File: src/rtl/fmap_uart_uplink.sv
// Streams the conv-stage feature-map BRAM to the host over uart_basic as one framed packet.
// Optional trailing checksum byte: define FMAP_UPLINK_CHECKSUM_EN.
module fmap_uart_uplink #(
  parameter int          NUM_CH     = 3,
  parameter int          MAP_POS    = 36,
  parameter int          POS_W      = 6,
  parameter int          DATA_W     = 17,
  parameter int          RD_LAT     = 2,
  parameter logic [7:0]  HEADER     = 8'hA5,
  parameter int          BUSY_GUARD = 2
) (
  input  logic                 clk,
  input  logic                 reset,
  input  logic                 start,
  output logic                 busy,
  output logic                 done,
  output logic                 rd_en,
  output logic [2+POS_W-1:0]   rd_addr,
  input  logic [DATA_W-1:0]    rd_data,
  output logic                 tx_start,
  output logic [7:0]           tx_data,
  input  logic                 tx_busy
);

  typedef enum logic [3:0] {
    IDLE, HDR, RD_REQ, RD_WAIT, TX_PULSE, TX_GUARD, TX_WAIT, NEXT, CSUM, FIN
  } state_t;

  typedef enum logic [1:0] {K_HDR, K_DATA, K_CSUM} kind_t;

  localparam logic [1:0]       CH_LAST  = 2'(NUM_CH - 1);
  localparam logic [POS_W-1:0] POS_LAST = POS_W'(MAP_POS - 1);

  state_t           state_q, state_d;
  kind_t            kind_q;
  logic [7:0]       cnt_q;
  logic [1:0]       ch_q;
  logic [POS_W-1:0] pos_q;
  logic [1:0]       byte_idx_q;
  logic [15:0]      hi_q;
  logic [7:0]       tx_data_q;
  logic [23:0]      rd_ext;
  logic [7:0]       next_byte;
  logic [7:0]       payload_byte;
  logic             payload_load;
  logic             rd_wait_done;
  logic             guard_done;
  logic             last_word;

  assign rd_ext       = 24'(rd_data);
  assign rd_wait_done = (cnt_q == 8'(RD_LAT - 1));
  assign guard_done   = (cnt_q == 8'(BUSY_GUARD - 1));
  assign last_word    = (ch_q == CH_LAST) && (pos_q == POS_LAST);

  // Byte 0 goes straight from the BRAM output; only bytes 1 and 2 are kept in hi_q.
  always_comb begin
    next_byte    = (byte_idx_q == 2'd0) ? hi_q[7:0] : hi_q[15:8];
    payload_load = ((state_q == RD_WAIT) && rd_wait_done) ||
                   ((state_q == TX_WAIT) && !tx_busy && (kind_q == K_DATA) &&
                    (byte_idx_q != 2'd2));
    payload_byte = (state_q == RD_WAIT) ? rd_ext[7:0] : next_byte;
  end

  always_ff @(posedge clk) begin
    if (reset) state_q <= IDLE;
    else       state_q <= state_d;
  end

  always_comb begin
    state_d = state_q;
    case (state_q)
      IDLE:     if (start) state_d = HDR;
      // Holding here keeps a byte left running by an aborted frame from being overrun.
      HDR:      if (!tx_busy) state_d = TX_PULSE;
      RD_REQ:   state_d = RD_WAIT;
      RD_WAIT:  if (rd_wait_done) state_d = TX_PULSE;
      TX_PULSE: state_d = TX_GUARD;
      TX_GUARD: if (guard_done) state_d = TX_WAIT;
      TX_WAIT: begin
        if (!tx_busy) begin
          case (kind_q)
            K_HDR:   state_d = RD_REQ;
            K_DATA:  state_d = (byte_idx_q == 2'd2) ? NEXT : TX_PULSE;
            default: state_d = FIN;
          endcase
        end
      end
      NEXT: begin
        if (last_word) begin
`ifdef FMAP_UPLINK_CHECKSUM_EN
          state_d = CSUM;
`else
          state_d = FIN;
`endif
        end else begin
          state_d = RD_REQ;
        end
      end
`ifdef FMAP_UPLINK_CHECKSUM_EN
      CSUM:     state_d = TX_PULSE;
`endif
      FIN:      state_d = IDLE;
      default:  state_d = IDLE;
    endcase
  end

  always_comb begin
    busy     = (state_q != IDLE) && (state_q != FIN);
    done     = (state_q == FIN);
    rd_en    = (state_q == RD_REQ);
    tx_start = (state_q == TX_PULSE);
    rd_addr  = {ch_q, pos_q};
    tx_data  = tx_data_q;
  end

`ifdef FMAP_UPLINK_CHECKSUM_EN
  logic [7:0] csum_q;

  always_ff @(posedge clk) begin
    if (reset)                          csum_q <= '0;
    else if ((state_q == IDLE) && start) csum_q <= '0;
    else if (payload_load)              csum_q <= csum_q + payload_byte;
  end
`endif

  always_ff @(posedge clk) begin
    if (reset) begin
      kind_q     <= K_HDR;
      cnt_q      <= '0;
      ch_q       <= '0;
      pos_q      <= '0;
      byte_idx_q <= '0;
      hi_q       <= '0;
      tx_data_q  <= '0;
    end else begin
      cnt_q <= (state_d != state_q) ? '0 : cnt_q + 8'd1;
      if (payload_load) tx_data_q <= payload_byte;
      case (state_q)
        IDLE: begin
          if (start) begin
            kind_q     <= K_HDR;
            ch_q       <= '0;
            pos_q      <= '0;
            byte_idx_q <= '0;
          end
        end
        HDR: if (!tx_busy) tx_data_q <= HEADER;
        RD_WAIT: begin
          if (rd_wait_done) begin
            hi_q       <= rd_ext[23:8];
            byte_idx_q <= '0;
            kind_q     <= K_DATA;
          end
        end
        TX_WAIT: if (payload_load) byte_idx_q <= byte_idx_q + 2'd1;
        NEXT: begin
          if (pos_q == POS_LAST) begin
            pos_q <= '0;
            ch_q  <= last_word ? '0 : ch_q + 2'd1;
          end else begin
            pos_q <= pos_q + 1'b1;
          end
        end
`ifdef FMAP_UPLINK_CHECKSUM_EN
        CSUM: begin
          tx_data_q <= csum_q;
          kind_q    <= K_CSUM;
        end
`endif
        default: ;
      endcase
    end
  end

endmodule

File: config.mk
export PLATFORM = sky130hd
export DESIGN_NAME = fmap_uart_uplink
export DESIGN_NICKNAME = d
export VERILOG_FILES = /design/src/rtl/fmap_uart_uplink.sv
export SDC_FILE = /design/constraint.sdc
export NUM_CORES = 1
export LEC_CHECK = 0
export BUFFER_PORTS_ARGS = -buffer_cell sky130_fd_sc_hd__buf_2
export CAP_MARGIN = 20
export CELL_PAD_IN_SITES_DETAIL_PLACEMENT = 0
export CELL_PAD_IN_SITES_GLOBAL_PLACEMENT = 2
export CORE_MARGIN = 2
export CORE_UTILIZATION = 29
export DETAILED_ROUTE_END_ITERATION = 12
export HOLD_SLACK_MARGIN = 0.05
export PLACE_DENSITY = 0.74
export SYNTH_ARGS = -nofsm -noshare
export SYNTH_HDL_FRONTEND = slang
export SYNTH_SLANG_ARGS = --single-unit
export TNS_END_PERCENT = 50
File: constraint.sdc
create_clock -name clk -period 1.8 [get_ports clk]
set_input_delay 0.18 -clock clk [delete_from_list [all_inputs] [get_ports clk]]
set_output_delay 0.18 -clock clk [all_outputs]
set_load 0.005 [all_outputs]
# ---- Word level (Yosys, flattened, before mapping)
# Index checks and enable logic that the tools add are counted.
dict set report classes {
  reduce_logical 21
  n_div 0
  shift 0
  multipliers 0
  eq_ne 20
  mux 26
  bitwise_logic 0
  order_cmp 0
  add_sub_neg 4
}
# cell n
set ops {}
lappend ops {{8-bit 2-to-1 mux} 5}
lappend ops {{4-bit one-hot mux with 8 select lines} 1}
lappend ops {{4-bit 2-to-1 mux} 6}
lappend ops {{4-bit by 3-bit equality test with 1-bit output, second input constant} 4}
lappend ops {{2-bit 2-to-1 mux} 7}
lappend ops {{6-bit 2-to-1 mux} 2}
lappend ops {{6-bit one-hot mux with 2 select lines} 1}
lappend ops {{2-bit != test, second input constant} 5}
lappend ops {{8-bit by 1-bit adder with 8-bit output, second input constant} 1}
lappend ops {{4-bit by 2-bit equality test with 1-bit output, second input constant} 2}
lappend ops {{8-bit by 1-bit equality test with 1-bit output, second input constant} 1}
lappend ops {{2-bit one-hot mux with 2 select lines} 2}
lappend ops {{4-bit one-hot mux with 2 select lines} 1}
lappend ops {{6-bit by 1-bit adder with 6-bit output, second input constant} 1}
lappend ops {{6-bit equality test, second input constant} 1}
lappend ops {{1-bit logical AND} 6}
lappend ops {{2-bit one-hot mux with 3 select lines} 1}
lappend ops {{3-bit AND reduction} 2}
lappend ops {{2-bit by 1-bit adder with 2-bit output, second input constant} 2}
lappend ops {{2-bit equality test, second input constant} 2}
lappend ops {{4-bit by 1-bit equality test with 1-bit output, second input constant} 1}
lappend ops {{4-bit equality test, second input constant} 1}
lappend ops {{2-bit logical NOT} 2}
lappend ops {{4-bit logical NOT} 1}
lappend ops {{11 further kinds} 13}
dict set report totals {
  out_inout_bits 20
  latchBits 0
  romBits 0
  elab_cells 79
  mem_count 0
  in_bits 21
  ramBits 0
  ff_bits 41
}

# ---- Logic depth before layout (Yosys ltp)
# Gate-level depths: netlist of the first run.
dict set report depth {
  word_depth 8
  ltp_mapped 8
}

# ---- Least setup slack after synthesis of the first run
# No wires, ideal clock.
dict set report synth_path {
  path_kind {reg2reg}
  from {register cnt_q[0]}
  to {register cnt_q[2]}
  path_slack_ns -0.194
  t_arrival_ns 1.854
  setup_ns 0.141
  n_path_buf 0
  synth_period_minus_slack_ns 1.994
  stages_incl_launch_ff 7
  path_cell_list {dfxtp_1 -> ha_1 -> or3b_2 -> or3b_1 -> o211a_2 -> mux2i_4 -> nor3_1}
}
dict set report synth_between {
  elab_chain_len 5
  elab_cells_between_ends 7
  cone_classes {add/sub (1); eq/ne (2); mux (3); reduce/logical (1)}
}
# element line
set synth_rtl {}
lappend synth_rtl {{start, declared} 36} ;# logic [7:0] cnt_q;
lappend synth_rtl {{start signal, assigned} 136} ;# cnt_q <= (state_d != state_q) ? '0 : cnt_q + 8'd1;
lappend synth_rtl {{8-bit by 1-bit equality test with 1-bit output} {51, 52}}
lappend synth_rtl {{4-bit 2-to-1 mux, on equally long branches} {78, 76}}
lappend synth_rtl {{4-bit one-hot mux with 8 select lines} 71} ;# case (state_q)
lappend synth_rtl {{4-bit != test} 136}
lappend synth_rtl {{2-bit OR reduction (no source line)} -}
# Parallel ways exist; a longest one is shown, timed or not.
# A chain may end at the register's enable or synchronous reset.

# ---- Final worst setup path of the first run
dict set report layout_path {
  from {register cnt_q[4]}
  to {register cnt_q[1]}
}
dict set report layout_between {
  elab_chain_len 5
  elab_cells_between_ends 6
  cone_classes {eq/ne (2); mux (3); reduce/logical (1)}
}
# element line
set layout_rtl {}
lappend layout_rtl {{8-bit by 1-bit equality test with 1-bit output *} {51, 52}}
lappend layout_rtl {{4-bit 2-to-1 mux, on equally long branches} {78, 76}}
lappend layout_rtl {{4-bit one-hot mux with 8 select lines *} 71}
lappend layout_rtl {{4-bit != test *} 136}
lappend layout_rtl {{2-bit OR reduction (no source line) *} -}
# Every way passes the cells marked *; elsewhere a longest branch is shown, timed or not.

==> summary.md, run 1 <==
| Metric | Value |
|---|---|
| H-tree depth | 2 |
| Failing checks | negative setup slack |
| DP HPWL | ~4300 um |
| Fin area | 3040 um^2 |
| TritonCTS clock tree | done |
| Initial Util | 0.304 |
| Layout cells sized above 1 | 0.398 |
| Max rail drop VDD | 0.234 mV |
| Worst EP arrival | 2.16 ns |
| GPL Wtd Cong | ~0.8 |
| Leak pwr | 1.24 nW |
| Pwr dens | slightly below 700 nW/um^2 |
| Primary FF master, synth | dfxtp_1 |
| Max-cap violations | 0 |
| M3 GR Usage | 0.0351 |
| Top-level port count | 41 |
| Post-synth EDFFs | 0 |
| Placed cell count | 421 |
| Tightest Hold Check Type | input port to flip-flop |
| DR DRC count | 0 |
| Crit start category | flip-flop |
| Yosys cell types | 50 |
| FP Rows | 30 |
| Slew Limit Headroom | 0.743 |
| Die area | about 7900 um^2 |
| Period utilisation layout | 1.10 |
| RSZ-0062 raised after global routing | yes |
| Count of clock tree sinks | 40 |
| Post-Route WL | 6030 um |
| Synth Area per Inst | a little over 8 um^2 |
| Critical Path End Type | flip-flop |
| Met1 Track Usage GR | 0.202 |
| Fmax | 503 MHz |
| Total GRT Usage | 0.149 |
| First-pass GRT wire length | roughly 9000 um |
| Final setup fails | 14 |
| Grt peak-use layer | met2 |
| Clock tree buffer depth | 2 |
| Critical Path RT | between 1.5 and 2 ns |
| Final Hold Viols | 0 |
| Synthesized area | 2090 um^2 |
| TNS Setup | -1.95 ns |
| Most common cell after layout, fill and taps aside | buf_4 |
| Post-synthesis register bit count | 40 |
| Overflow after GRT | 0 |
| Mapped Nets | 279 |
| Least-Margin Pin Slew | ~0.38 ns |
| Clock-pin slew on the worst setup and hold paths | 0.09 ns |
| Antenna-violating nets left | 0 |
| Clk Latency, worst-skew pair | about 0.30 ns |
| Via count | 2108 |
| Sequential area share after synthesis | 0.383 |
| Final worst slack | -0.187 ns |
| Layout Cells excl Fill | between 400 and 500 |
| Core area | 6870 um^2 |
| Placed inst area | between 2000 and 3000 um^2 |
| CTS Root Cell | clkbuf_8 |
| Area grow syn2layout | 45.2% |
| Initial antenna violation count | 0 |
| CP Class | flip-flop to flip-flop |
| Worst hold slack | ~0.12 ns |
| CTS Buf Count | 5 |
| # nets final | 364 |
| Async SR Flop Fraction | 0 |
| Avg Vias per Cell | about 4.8 |
| Reg2Reg Setup Slack | -0.19 ns |
| Minimum clock period | between 1.5 and 2 ns |
| Outcome | finished, violations left |
| 1st-pass router iterations | 4 |
| Die Ht | between 80 and 90 um |
| Chip width | between 80 and 90 um |
| Met2 Resource Use GR | 0.231 |
| Max-slew violations | 0 |
| DR iter-0 viols | 58 |
| Crit-path max FO | 8 |
| Most frequent cells in the layout | buf_4 (46), buf_2 (40), dfxtp_1 (37) |
| Worst Skew | between 0.008 and 0.009 ns |
| WL/cell | between 10 and 15 um |
| Vias in the first global route | 1881 |
| Diodes inserted | 0 |
| Synthesized instance count | 253 |
| Port buffer count | 40 |
| Synth warn | 0 |
| Largest net degree at the start of global routing | 31 |
==> synth_stat cells, types with 2 or more instances <==
library cell  instances  share of area
a41oi_1               3          0.013
xor2_1                4          0.017
or2_2                 4          0.012
nor2b_1               4          0.012
or3b_1                2         0.0084
clkbuf_1             12          0.022
nor3_1               13          0.031
nand2b_1              5          0.015
a2111oi_1             2         0.0096
a211oi_1              2         0.0072
ha_1                  5          0.030
o211a_1               2         0.0096
nor2_1               20          0.036
or4_1                 2         0.0072
mux2i_1               7          0.034
a21oi_1              23          0.055
dfxtp_1              40           0.38
inv_1                 8          0.014
nor4_1                2         0.0060
nand4b_1              2         0.0084
nand3_1              15          0.036
nand2_1              23          0.041
or3b_2                2         0.0084
and3_1                9          0.027
xnor2_1               3          0.013
nand3b_1              3          0.011
a32oi_1               2         0.0084
a2111oi_0             2         0.0084
o21ai_0              10          0.024
a311oi_1              2         0.0084
==> final timing paths <==
path              depth (start not counted)   startpoint       end
setup / recovery                          5     cnt_q[4]  cnt_q[1]
hold / removal                            3  rd_data[16]   hi_q[8]
setup reg to reg                          5     cnt_q[4]  cnt_q[1]
hold reg to reg                           2      hi_q[3]   hi_q[3]
==> worst max-delay path: stages (launching register included) <==
cell,delay (ns)
dfxtp_1,0.32
or4_4,0.56
or3b_4,0.43
o211a_4,0.16
mux2i_4,0.32
nor3_2,0.08
==> metrics by stage <==
step	worst slack (ns)	util	power [mW]
2_1_floorplan	-0.0653	-	1.11
3_3_place_gp	-0.0965	0.397	1.25
3_5_place_dp	-0.143	0.397	1.26
4_1_cts	-0.161	0.415	2.07
5_1_grt	-0.231	0.442	2.17
6_report	-0.187	0.442	2.09
==> per-layer routing <==
layer  vias to the layer above  share of wire
met5                         -              0
met1                       973           0.50
li1                       1088              -
met4                         0          0.015
met3                         8          0.036
met2                        39           0.45
==> sequential cells by signal, indices dropped and copies added, names as in the netlist <==
name and cells:
byte_idx_q 2, ch_q 2, state_q 4, tx_data 8, kind_q 1, cnt_q 8
hi_q 9, pos_q 6
==> what timing repair did <==
item,in CTS,in global routing
resized for setup,1,29
setup endpoints to repair,13,26
endpoints found under the hold margin,0,0
hold buffers,0,0
cloned,0,1
pin swaps,4,8
setup buffers,0,5
==> cell families after synthesis <==
logic type | after synthesis | share of synthesized area
DFF | 40 | 0.383
muxes | 8 | 0.0443
xor gates and xnor gates | 7 | 0.0293
AOI/OAI and AO/OA | 58 | 0.180
and+or+nand+nor | 114 | 0.294
buffers and inverters | 21 | 0.0395
adders and majority gates | 5 | 0.0299
==> report_power, final <==
group	switching, mW	internal (mW)	total (mW)
clock network	0.359	0.454	0.813
logic	0.188	0.167	0.355
registers	0.0142	0.905	0.919
==> layout make-up <==
class                   instances  area [um^2]
repair buffers                 91          624
inverters                       8         30.0
well taps                      96          120
flip-flops and latches         40          805
clock inverters                 2         38.8
multi-input cells             192         1340
clock buffers                   6         82.6
fillers                       735         3830
(Power assumes the default switching activity.)
==> inputs of run 2 (changes only) <==
- BUFFER_PORTS_ARGS: -buffer_cell sky130_fd_sc_hd__buf_2 -> -buffer_cell sky130_fd_sc_hd__buf_4
==> summary.md, run 2 (synthesis gave the netlist of run 1 again) <==
| Metric | Value |
|---|---|
| Clock tree buffer depth | 2 |
| Chip width | between 80 and 90 um |
| Worst Skew | 0.00883 ns |
| Leak pwr | between 1 and 1.5 nW |
| # nets final | 362 |
| Most frequent cells in the layout | buf_4 (86), dfxtp_1 (38), nand2_1 (23) |
| FP Rows | 30 |
| Crit start category | flip-flop |
| Least-Margin Pin Slew | between 0.4 and 0.5 ns |
| Port buffer count | 40 |
| Worst EP arrival | roughly 2.1 ns |
| Final Util | 0.445 |
| CTS Buf Count | 5 |
| Clk Latency, worst-skew pair | about 0.29 ns |
| Critical Path End Type | flip-flop |
| Clock-pin slew on the worst setup and hold paths | 0.08 ns |
| Crit-path max FO | 8 |
| DR iter-0 viols | just over 60 |
| Largest net degree at the start of global routing | 31 |
| Final setup fails | 10 |
| DR DRC count | 0 |
| 1st-pass router iterations | 4 |
| Avg Vias per Cell | around 4.9 |
| Post-Route WL | ~5800 um |
| Minimum clock period | between 1.5 and 2 ns |
| Reg2reg path depth | 7 |
| Area grow syn2layout | 46.2% |
| Max-slew violations | 0 |
| Placed cell count | 420 |
| TritonCTS clock tree | done |
| Core area | 6870 um^2 |
| Layout cells sized above 1 | 0.371 |
| CTS Root Cell | clkbuf_8 |
| Outcome | finished, violations left |
| Flip-flop count of the largest register after layout | 9 |
| Die Ht | between 80 and 90 um |
| Pwr dens | just under 700 nW/um^2 |
| Top-level port count | 41 |
| Max-cap violations | 0 |
| Die area | ~7900 um^2 |
| Total design power | around 2.1 mW |
| Most common cell after layout, fill and taps aside | buf_4 |
| Diodes inserted | 0 |
| Total GRT Usage | 0.154 |
| RSZ-0062 raised after global routing | yes |
| First-pass GRT wire length | between 9000 and 10000 um |
| Cts hold-fix bufs | 0 |
| Slew Limit Headroom | 0.711 |
| TNS Setup | -1.34 ns |
| Initial antenna violation count | 0 |
| Final Hold Viols | 0 |
| Antenna-violating nets left | 0 |
| H-tree depth | 2 |
| Layout Cells excl Fill | 433 |
| Worst hold slack | approximately 0.14 ns |
| Failing checks | negative setup slack |
| GPL Wtd Cong | between 0.8 and 0.9 |
| Max rail drop VDD | approximately 0.42 mV |
| Critical Path RT | around 2 ns |
| Tightest Hold Check Type | input port to flip-flop |
| Overflow after GRT | 0 |
| Vias in the first global route | a little over 2000 |
| Fmax | between 500 and 600 MHz |
| Largest Register | hi_q |
| Via count | approximately 2100 |
| Hold Crit Depth | 3 |
| DP HPWL | 4360 um |
| Final worst slack | -0.173 ns |
| CP Class | flip-flop to flip-flop |
| Initial Util | 0.304 |
| FILL cells | a little over 700 |
| Count of clock tree sinks | 40 |
| Period utilisation layout | 1.10 |
| WL/cell | 13.5 um |
## run 2: layout make-up
cell class                 instances  area [um^2]  area share
multi-input combinational        193         1310       0.428
sequential                        40          803       0.263
timing repair buffer              88          668       0.219
tap                               96          120      0.0393
clock buffer                       7         96.3      0.0315
clock inverter                     1         30.0     0.00982
inverter                           8         30.0     0.00982
## run 2: timing repair
item                       4_1_cts  5_1_grt
gates resized for setup          8       13
gates cloned                     0        1
pin swaps                        3        9
setup endpoints to repair       20       24
buffers inserted                 1        3
## run 2: per-stage QoR
stage	worst slack, ns	area, um^2
6_report	-0.173	3060
5_1_grt	-0.243	3060
4_1_cts	-0.168	2970
3_5_place_dp	-0.157	2800
3_3_place_gp	-0.0986	2800
2_1_floorplan	-0.0653	2110
## run 2: worst paths after layout
kind                                  start       end  slack, ns
worst max-delay path               cnt_q[1]  cnt_q[6]      -0.17
worst min-delay path            rd_data[15]   hi_q[7]       0.14
worst max register to register     cnt_q[1]  cnt_q[6]      -0.17
worst min register to register      hi_q[1]   hi_q[1]       0.46
## run 2: where the power goes
part           total [mW]  switching, mW  leakage (nW)  internal (mW)
clock network       0.807          0.317        0.0645          0.490
registers           0.919         0.0147         0.324          0.904
logic               0.363          0.181         0.848          0.182
total                2.09          0.513          1.24           1.58
## run 2: metal layers
metal / vias up / routed length (um) / track usage
met5: - / 0 / 0
met4: 0 / 16 / 0.0413
met3: 3 / 181 / 0.0305
met2: 31 / 2760 / 0.256
met1: 1002 / 2890 / 0.204
li1: 1089 / - / -
## run 2: critical path, stage by stage (launching register included)
cell	delay (ns)
dfxtp_2	0.32
inv_2	0.05
ha_4	0.11
or3b_4	0.40
or3b_4	0.42
o211a_4	0.16
mux2i_4	0.30
nor3_1	0.08
==> inputs of run 3 (changes only) <==
- CORE_UTILIZATION: 29 -> 32
- PLACE_DENSITY: 0.74 -> 0.78
- clock period: 1.8 -> 2 ns (I/O delays scaled with it)
==> summary.md, run 3 (synthesis gave the netlist of run 1 again) <==
| Metric | Value |
|---|---|
| Layout cells sized above 1 | 0.283 |
| Most frequent cells in the layout | buf_4 (67), dfxtp_1 (40), nand2_1 (23), a21oi_1 (23), nor2_1 (20) |
| Total GRT Usage | 0.150 |
| Clock tree buffer depth | 2 |
| Leak pwr | around 1.1 nW |
| Top-level port count | between 40 and 50 |
| Max-slew violations | 0 |
| Placed cell count | about 390 |
| Post-Route WL | ~5300 um |
| Max rail drop VDD | roughly 0.35 mV |
| Max-cap violations | 0 |
| Critical Path End Type | flip-flop |
| Crit start category | flip-flop |
| Worst Path Buf+Inv | 0 |
| Cts hold-fix bufs | 0 |
| Layout Cells excl Fill | 392 |
| Vias in the first global route | 1878 |
| Diodes inserted | 0 |
| Register Area | 801 um^2 |
| Initial Util | 0.329 |
| Fmax | ~500 MHz |
| Most common cell after layout, fill and taps aside | buf_4 |
| Fin area | 2810 um^2 |
| Overflow after GRT | 0 |
| Final Util | 0.443 |
| CP delay by family, top | simple AND/OR/NAND/NOR gates |
| Total design power | between 1.5 and 2 mW |
| Area grow syn2layout | 34.4% |
| First-pass GRT wire length | just under 9000 um |
| Worst Skew | 0.00478 ns |
| RSZ-0062 raised after global routing | yes |
| Worst-path cell chain | or4_4 > or3b_4 > o211a_4 > mux2i_4 > nor3_1 |
| Crit-path max FO | 8 |
| H-tree depth | 2 |
| Outcome | completed |
| Largest Register | hi_q |
| Tightest Hold Check Type | input port to flip-flop |
| Period utilisation layout | 0.994 |
| DP HPWL | approximately 4000 um |
| Final worst slack | 0.0129 ns |
| Slowest Stage Delay on Critical Path | between 0.5 and 0.6 ns |
| Clock-pin slew on the worst setup and hold paths | ~0.08 ns |
| CTS Root Cell | clkbuf_8 |
| FILL cells | 653 |
| Pwr dens | 672 nW/um^2 |
| Slew Limit Headroom | 0.738 |
| Clk Latency, worst-skew pair | approximately 0.28 ns |
| Final setup fails | 0 |
| Critical Path RT | 2.17 ns |
| Worst hold slack | about 0.17 ns |
| Least-Margin Pin Slew | just under 0.4 ns |
| Largest net degree at the start of global routing | 32 |
| DR DRC count | 0 |
| WL/cell | ~13 um |
| Worst EP arrival | between 2 and 2.5 ns |
| Die Ht | around 85 um |
| Via count | 2000 |
| TNS Setup | 0 ns |
| Antenna-violating nets left | 0 |
| Core area | 6350 um^2 |
| Chip width | around 85 um |
| CTS Buf Count | 5 |
| Port buffer count | 40 |
| Minimum clock period | 1.99 ns |
| Die area | ~7200 um^2 |
| CP Class | flip-flop to flip-flop |
| Area of the multi-input gates | ~1200 um^2 |
| Cell at the slowest stage of the critical path | or4_4 |
| FP Rows | 29 |
| GPL Wtd Cong | around 0.79 |
| Avg Vias per Cell | between 5 and 6 |
| Count of clock tree sinks | 40 |
| Flip-flop count of the largest register after layout | 9 |
| Pre-CTS setup slack | -0.0589 ns |
| Final Hold Viols | 0 |
| Post-CTS setup buffers | 0 |
| # nets final | 341 |
| Placed inst area | approximately 2700 um^2 |
| Initial antenna violation count | 0 |
| TritonCTS clock tree | done |
| DR iter-0 viols | 119 |
| 1st-pass router iterations | 4 |
## run 3: what timing repair did
action | CTS | global route
gates resized for setup | 2 | 4
setup endpoints to repair | 8 | 12
cloned | 0 | 0
pin swaps | 0 | 4
## run 3: worst min-delay path: cells and delay by family
kind,cells,cell delay (ns)
buf+inv,1,0.11
compound gates,1,0.05
simple gates,1,0.05
## run 3: final cells by class
type | count | area share
multi-input combinational | 192 | 0.438
sequential | 40 | 0.285
timing repair buffer | 68 | 0.186
tap | 77 | 0.0343
clock buffer | 5 | 0.0245
clock inverter | 2 | 0.0214
inverter | 8 | 0.0107
## run 3: final timing paths
path	startpoint	to	slack, ns	cells past startpoint
worst max-delay path	cnt_q[4]	cnt_q[3]	0.01	5
worst min-delay path	rd_data[12]	hi_q[4]	0.17	3
worst max register to register	cnt_q[4]	cnt_q[3]	0.01	5
worst min register to register	hi_q[6]	hi_q[6]	0.45	2
## run 3: where the power goes
part	switching [mW]	internal (mW)
registers	0.0157	0.813
logic	0.144	0.146
clock network	0.278	0.491
## run 3: per-layer routing
metal / wire length (um) / share of wire / up-vias / track usage
met5: 0 / 0 / - / 0
met4: 30 / 0.0057 / 0 / 0.0303
met3: 222 / 0.042 / 2 / 0.0311
met2: 2490 / 0.47 / 37 / 0.251
met1: 2540 / 0.48 / 920 / 0.202
li1: - / - / 1041 / -
